===== config.mk =====
export PLATFORM = sky130hd
export DESIGN_NAME = control_unit
export DESIGN_NICKNAME = d
export VERILOG_FILES = /design/src/rtl/cpu_pkg.sv /design/src/rtl/control_unit.sv
export SDC_FILE = /design/constraint.sdc
export NUM_CORES = 1
export LEC_CHECK = 0
export BUFFER_PORTS_ARGS = -buffer_cell sky130_fd_sc_hd__buf_4
export CELL_PAD_IN_SITES_DETAIL_PLACEMENT = 0
export CELL_PAD_IN_SITES_GLOBAL_PLACEMENT = 1
export CORE_MARGIN = 10
export CORE_UTILIZATION = 31
export CTS_BUF_LIST = sky130_fd_sc_hd__clkbuf_16
export DETAILED_ROUTE_END_ITERATION = 8
export MAX_ROUTING_LAYER = met4
export PLACE_DENSITY_LB_ADDON = 0.1
export SLEW_MARGIN = 20
export SYNTH_ARGS = -nofsm -noshare
export SYNTH_HDL_FRONTEND = slang
export SYNTH_SLANG_ARGS = --single-unit

===== constraint.sdc =====
create_clock -name clk -period 2.95 [get_ports clk]
set_clock_uncertainty 0.05 [all_clocks]
set_input_delay 0.1475 -clock clk [delete_from_list [all_inputs] [get_ports clk]]
set_output_delay 0.1475 -clock clk [all_outputs]
set_load 0.05 [all_outputs]

===== src/rtl/cpu_pkg.sv =====
// Shared opcode and FSM-state definitions for the CPU control path.
// Opcode values double as the ALU operation select codes.
package cpu_pkg;

  localparam int unsigned XLEN     = 16;
  localparam int unsigned OpW      = 4;
  localparam int unsigned RegAddrW = 4;

  typedef enum logic [OpW-1:0] {
    OpNop  = 4'b0000,
    OpAdd  = 4'b1000,
    OpSub  = 4'b0100,
    OpBeq  = 4'b1100,
    OpBlt  = 4'b1101,
    OpBgt  = 4'b1110,
    OpHalt = 4'b1111
  } opcode_e;

  typedef enum logic [2:0] {
    StIdle,
    StFetch,
    StDecode,
    StExecute,
    StWriteback,
    StHalt
  } state_e;

  function automatic logic is_alu_op(input logic [OpW-1:0] op);
    return (op == OpAdd) || (op == OpSub);
  endfunction

  function automatic logic is_branch(input logic [OpW-1:0] op);
    return (op == OpBeq) || (op == OpBlt) || (op == OpBgt);
  endfunction

  function automatic logic is_legal(input logic [OpW-1:0] op);
    return is_alu_op(op) || is_branch(op) || (op == OpNop) || (op == OpHalt);
  endfunction

  function automatic logic [XLEN-1:0] sext_offset(input logic [3:0] off);
    return {{(XLEN - 4){off[3]}}, off};
  endfunction

endpackage


===== src/rtl/control_unit.sv =====
// Multi-cycle CPU control unit: FETCH/DECODE/EXECUTE/WRITEBACK sequencing,
// instruction register, registered ALU results and program counter.
module control_unit
  import cpu_pkg::*;
#(
  parameter logic [15:0] RESET_PC = 16'h0000
) (
  input  logic                clk,
  input  logic                rst_n,
  input  logic                run,
  output logic                imem_req,
  output logic [XLEN-1:0]     imem_addr,
  input  logic [XLEN-1:0]     imem_rdata,
  output logic [OpW-1:0]      alu_code,
  output logic [RegAddrW-1:0] rs1_addr,
  output logic [RegAddrW-1:0] rs2_addr,
  input  logic [XLEN-1:0]     accum,
  input  logic                branch_check,
  output logic                reg_we,
  output logic [RegAddrW-1:0] rd_addr,
  output logic [XLEN-1:0]     wr_data,
  output logic [XLEN-1:0]     pc,
  output logic                halted,
  output logic                illegal
);

  state_e          state_q, state_d;
  logic [XLEN-1:0] pc_q, pc_next;
  logic [XLEN-1:0] ir_q;
  logic [XLEN-1:0] accum_q;
  logic            branch_q;
  logic [OpW-1:0]  op;

  assign op        = ir_q[15:12];
  assign imem_addr = pc_q;
  assign pc        = pc_q;

  // State register
  always_ff @(posedge clk) begin
    if (!rst_n) begin
      state_q <= StIdle;
    end else begin
      state_q <= state_d;
    end
  end

  // Next-state logic; run only matters while idle
  always_comb begin
    state_d = state_q;
    unique case (state_q)
      StIdle:      state_d = run ? StFetch : StIdle;
      StFetch:     state_d = StDecode;
      StDecode:    state_d = StExecute;
      StExecute:   state_d = StWriteback;
      StWriteback: state_d = (op == OpHalt) ? StHalt : StFetch;
      StHalt:      state_d = StHalt;
      default:     state_d = StIdle;
    endcase
  end

  // Output logic
  always_comb begin
    imem_req = 1'b0;
    alu_code = '0;
    rs1_addr = '0;
    rs2_addr = '0;
    reg_we   = 1'b0;
    rd_addr  = '0;
    wr_data  = '0;
    illegal  = 1'b0;
    halted   = 1'b0;
    unique case (state_q)
      StFetch: imem_req = 1'b1;
      StExecute: begin
        if (is_alu_op(op) || is_branch(op)) begin
          alu_code = op;
        end
        rs1_addr = ir_q[7:4];
        rs2_addr = ir_q[3:0];
      end
      StWriteback: begin
        if (is_alu_op(op)) begin
          reg_we  = 1'b1;
          rd_addr = ir_q[11:8];
          wr_data = accum_q;
        end
        illegal = !is_legal(op);
      end
      StHalt:  halted = 1'b1;
      default: ;
    endcase
  end

  // Branch offset field is only meaningful when the registered compare says taken
  always_comb begin
    pc_next = pc_q + 16'd1;
    if (op == OpHalt) begin
      pc_next = pc_q;
    end else if (is_branch(op) && branch_q) begin
      pc_next = pc_q + sext_offset(ir_q[11:8]);
    end
  end

  // Datapath registers
  always_ff @(posedge clk) begin
    if (!rst_n) begin
      pc_q     <= RESET_PC;
      ir_q     <= '0;
      accum_q  <= '0;
      branch_q <= 1'b0;
    end else begin
      if (state_q == StDecode) begin
        ir_q <= imem_rdata;
      end
      if (state_q == StExecute) begin
        accum_q  <= accum;
        branch_q <= branch_check;
      end
      if (state_q == StWriteback) begin
        pc_q <= pc_next;
      end
    end
  end

endmodule


## Word level (Yosys, flattened, before mapping)

Cells that the tools add are included.

| storage, ports and cells | value |
|---|---|
| flip-flop bits (word level) | 52 |
| input port bits | 36 |
| output and inout bits | 68 |
| word-level logic and storage cells | 47 |

| cells by class | value |
|---|---|
| $add $sub $neg | 2 |
| eq/ne operators | 11 |
| multiplexer cells | 17 |
| bitwise logic cells | 1 |
| reduce and logical (&&, ||, !) cells | 11 |

Operators with widths:

| cell | count |
|---|---|
| 16-bit 2-to-1 mux | 3 |
| 4-bit 2-to-1 mux | 6 |
| 4-bit equality test, second input constant | 5 |
| 3-bit one-hot mux with 6 select lines | 1 |
| 16-bit by 1-bit adder with 16-bit output, second input constant | 1 |
| 16-bit adder | 1 |
| 3-bit by 2-bit equality test with 1-bit output, second input constant | 2 |
| 3-bit equality test, second input constant | 2 |
| 1-bit logical OR | 6 |
| 1-bit 2-to-1 mux | 6 |
| 4-bit by 3-bit equality test with 1-bit output, second input constant | 1 |
| 4-bit zero test | 1 |
| 3-bit by 1-bit equality test with 1-bit output, second input constant | 1 |
| 3-bit zero test | 1 |
| 3-bit 2-to-1 mux | 1 |
| 2-bit AND reduction | 1 |
| 1-bit logical AND | 1 |
| 1-bit zero test | 1 |
| 1-bit NOT | 1 |

## Logic depth before layout (Yosys ltp)

| depth | value |
|---|---|
| word-level depth | 8 |
| gate-level depth with buffers | 10 |
| depth with buffers taken out | 9 |

## Least setup slack after synthesis

No wires, ideal clock.

| timing | value |
|---|---|
| kind | register to register |
| start | register ir_q[13] |
| end | register pc_q[4], in the netlist imem_addr[4] |
| setup time | 128 ps |
| arrival | 2537 ps |
| data required time | 2772 ps |
| path slack | 235 ps |
| stages on the path, launching flop included | 11 |
| buffers on the path | 1 |
| clock period less this slack | 2715 ps |
| cell sequence | dfxtp_1 buf_2 a21bo_2 or3_1 ha_1 fa_1 a21o_1 or4_1 a21oi_1 xnor2_1 nor2_1 |

| between the ends | value |
|---|---|
| word-level cells in the longest chain between the ends | 5 |
| elaborated cells on any way between the ends | 10 |
| classes of those cells | 4 x eq/ne; 1 x mux; 1 x bitwise; 4 x reduce/logical |

Ends and longest elaborated chain:

| element | RTL line | text |
|---|---|---|
| from (decl) | control_unit.sv:29 | `logic [XLEN-1:0] ir_q;` |
| from (signal assigned) | control_unit.sv:113 | `ir_q <= imem_rdata;` |
| 4-bit equality test | cpu_pkg.sv:33 | `return (op == OpBeq) \|\| (op == OpBlt) \|\| (op == OpBgt);` |
| 1-bit logical OR (2 in a row) | cpu_pkg.sv:33 |  |
| 1-bit logical AND | control_unit.sv:99 | `end else if (is_branch(op) && branch_q) begin` |
| 16-bit 2-to-1 mux | control_unit.sv:99 |  |
| to (signal assigned) | control_unit.sv:120 | `pc_q <= pc_next;` |
| to (decl) | control_unit.sv:28 | `logic [XLEN-1:0] pc_q, pc_next;` |

Several ways; a longest one is shown, not always the timed one.
A chain may end at the register's enable or synchronous reset.

## Worst setup path in the final report

| timing | value |
|---|---|
| start | register branch_q |
| end | register pc_q[4], in the netlist imem_addr[4] |

| between the ends | value |
|---|---|
| word-level cells in the longest chain between the ends | 2 |

Ends and longest elaborated chain:

| element | RTL line | text |
|---|---|---|
| from (decl) | control_unit.sv:31 | `logic branch_q;` |
| from (signal assigned) | control_unit.sv:117 | `branch_q <= branch_check;` |
| 1-bit logical AND | control_unit.sv:99 |  |
| 16-bit 2-to-1 mux | control_unit.sv:99 |  |

Every way passes these cells.

==> summary.md <==
| Metric | Value |
|---|---|
| P_leak | `1.52 nW` |
| Die Area | `between 10,000 and 15,000 µm²` |
| Root buf cell | `clkbuf_16` |
| Pwr dens | `390 nW/µm²` |
| Antenna-violating nets left | `0` |
| Start point of the critical path | `branch_q` |
| Synth cell types | `43` |
| Critical path class | `reg -> reg` |
| Setup slack, reg-to-reg | `240 ps` |
| Final Hold Fails | `0` |
| Syn Inst Count | `~370` |
| Worst min path class | `in -> reg` |
| Asr flop ratio synth | `0%` |
| N_diodes | `0` |
| Measured slew at the worst slew-check pin | `650 ps` |
| Highest clock rate | `369 MHz` |
| Synth top area share | `37.1%` |
| Largest net degree at the start of global routing | `29` |
| Post-synthesis compound-gate area fraction | `14.1%` |
| Worst slack at placement | `175 ps` |
| Routed wire length | `8290 µm` |
| Final slew viol count | `0` |
| Routed len/inst | `14.9 µm` |
| Initial antenna violation count | `0` |
| Simple-Gate Fraction of Synth Area | `34.1%` |
| Setup TNS | `0 ps` |
| Most frequent cells in the layout | `109 x buf_4, 92 x nand2_1, 51 x dfxtp_1, 48 x a21oi_1, 32 x and2_1` |
| Worst r2r path cells | `9` |
| I/O Buffers | `approximately 100` |
| Die H | `between 100 and 150 µm` |
| Worst-path clk slew | `roughly 70 ps` |
| Area of placed instances | `~3600 µm²` |
| Post-synth EDFFs | `0` |
| Vias in the first global route | `about 2.6k` |
| Syn Area/Cell | `7.61 µm²` |
| Final setup fails | `0` |
| Max clock buf depth | `2` |
| Post-CTS Hold Fix Bufs | `0` |
| Area Growth Syn to Fin | `32.0%` |
| First-pass GRT wire length | `between 10,000 and 15,000 µm` |
| Worst Setup Slack, final | `238 ps` |
| Chip width | `about 120 µm` |
| Routed vias | `2,683` |
| Core Region | `8760 µm²` |
| Mapped cell area | `2810 µm²` |
| CTS Buf Count | `5` |
| Critical path arrival | `2830 ps` |
| Area leader, netlist | `dfxtp_1` |
| Critical path launch point type | `register` |
| Drt pass-1 iters | `4` |
| Num ports | `104` |
| Max Fanout on Critical Path | `6` |
| Worst-skew pair later-pin latency | `290 ps` |
| Layout net count | `~500` |
| Commonest non-fill, non-tap cell in the layout | `buf_4` |
| RSZ-0062 raised after global routing | `false` |
| # resized after CTS | `0` |
| Row Count | `34` |
| Fin area | `about 3700 µm²` |
| Max-Cap Viols | `0` |
| Crit end category | `register` |
| Residual DRC | `0` |
| Launching point of the worst reg2reg path | `branch_q` |
| Initial Util | `between 30% and 40%` |
| Synthesized net count | `409` |
| Largest family of logic cells by synthesized area | `simple AND/OR/NAND/NOR gates` |
| GPL Wtd Cong | `0.804` |
| CP endpoint | `imem_addr[4]` |
| Htree depth | `2` |
| Total grt overflow | `0` |
| Dpl hpwl | `about 6300 µm` |
| Sink Count | `52` |
| CP required | `3070 ps` |
| Mux share of post-synthesis cell area | `about 3.2%` |
| Share of layout cells above drive strength 1 | `28.2%` |
| VDD IR max | `0.215 mV` |
| Final period utilization | `about nine tenths` |
| Minimum clock period | `2710 ps` |
| Flops & latches, synth | `between 50 and 60` |
| Synth Flop Type | `dfxtp_1` |
| 1st-iter DRT viols | `112` |
| R2r endpoint | `imem_addr[4]` |
| CTS tree | `built` |
| Synth top area cells | `dfxtp_1 37%, nand2_1 12%, a21oi_1 8.6%, and2_1 7.1%, buf_4 4.3%` |
| Area share of fa/ha/maj cells after synthesis | `2.05%` |
| DR vias/cell | `around 4.8` |
| Setup bufs post-CTS | `0` |
| Max-slew headroom | `~57%` |
| Overall Global Routing Usage | `12.7%` |
| Yosys warnings | `0` |
| Status | `finished clean` |
| Hold Path Origin | `imem_rdata[11]` |
| Synth Area in XOR/XNOR | `around 1.6%` |
| Seq/Total Area, Yosys | `37.1%` |
| Filler cells | `918` |
==> final cells by class <==
class	count	area (µm²)	share of cell area, %
multi-input combinational	276	1550	41.9
sequential	52	1040	28.1
timing repair buffer	109	818	22.1
tap	108	135	3.64
clock buffer	5	125	3.37
inverter	5	18.8	0.506
clock inverter	3	15.0	0.405
==> cells in the mapped netlist, types with 2 or more instances <==
master,count
o211ai_1,2
a21oi_1,48
or3_1,2
dfxtp_1,52
xnor2_1,4
mux2i_1,9
ha_1,3
nor2_1,18
and3_1,3
inv_1,4
o32ai_2,2
nor3b_2,2
o21ai_0,4
and2_1,32
a211oi_1,2
nand3_1,9
nand2_1,92
nor4b_1,2
nand2b_1,10
or4_1,2
nor4_1,3
nand3b_1,2
nor3_1,3
buf_4,16
nand4_1,5
buf_2,5
clkbuf_1,15
a21o_1,3
==> per-stage QoR <==
step	power, mW	hold slack, ps	util (%)	std cells
2_1_floorplan	0.831	233	-	369
3_3_place_gp	0.894	345	40.7	550
3_5_place_dp	0.895	353	40.7	550
4_1_cts	1.47	44.4	42.3	558
5_1_grt	1.52	44.8	42.3	558
6_report	1.45	51.4	42.3	558
==> state kept, by name (all words and copies together), names as in the netlist <==
register	flops
accum_q	16
state_q	3
imem_addr	16
ir_q	16
branch_q	1
==> worst min-delay path by stage <==
stage	slack [ps]	end	cells past startpoint
after detailed placement	350	ir_q[11]	3
after CTS	40	ir_q[11]	3
after floorplan	230	accum_q[2]	2
after global routing	40	ir_q[3]	3
final	50	ir_q[11]	3
after global placement	350	accum_q[14]	3
==> logic make-up (layout without fill, tap and decap cells) <==
| group | count (synthesis) | in the layout |
|---|---|---|
| buffers and inverters | 41 | 122 |
| adder cells (fa/ha/maj) | 4 | 4 |
| XOR/XNOR | 5 | 5 |
| flip-flops | 52 | 52 |
| AO/OA/AOI/OAI | 67 | 67 |
| AND/OR/NAND/NOR | 191 | 191 |
| multiplexers | 9 | 9 |
==> power breakdown <==
| group | total, mW | switching (mW) | leakage [nW] | internal, mW |
|---|---|---|---|---|
| Combinational | 0.140 | 0.0788 | 1.03 | 0.0607 |
| Sequential | 0.737 | 0.0152 | 0.421 | 0.722 |
| Clock | 0.570 | 0.261 | 0.0687 | 0.309 |
==> worst max-delay path, cell delays in order, from the launching register on <==
cell and delay [ps]:
dfxtp_1 330, a21bo_2 270, or3_1 320, ha_1 210, fa_1 420, a21o_1 230, or4_1 400, a21oi_1 180
xnor2_1 130, nor2_1 50
==> routing by layer <==
layer / routed length, µm / global-route usage [%] / vias to the layer above / share of wire (%)
met5: 0 / - / - / 0
met4: 68 / 3.30 / 0 / 0.82
met3: 570 / 3.75 / 5 / 6.9
met2: 3940 / 19.3 / 66 / 47
met1: 3720 / 16.0 / 1228 / 45
li1: - / - / 1384 / -
Note: power is estimated with default switching activity, not from simulation.
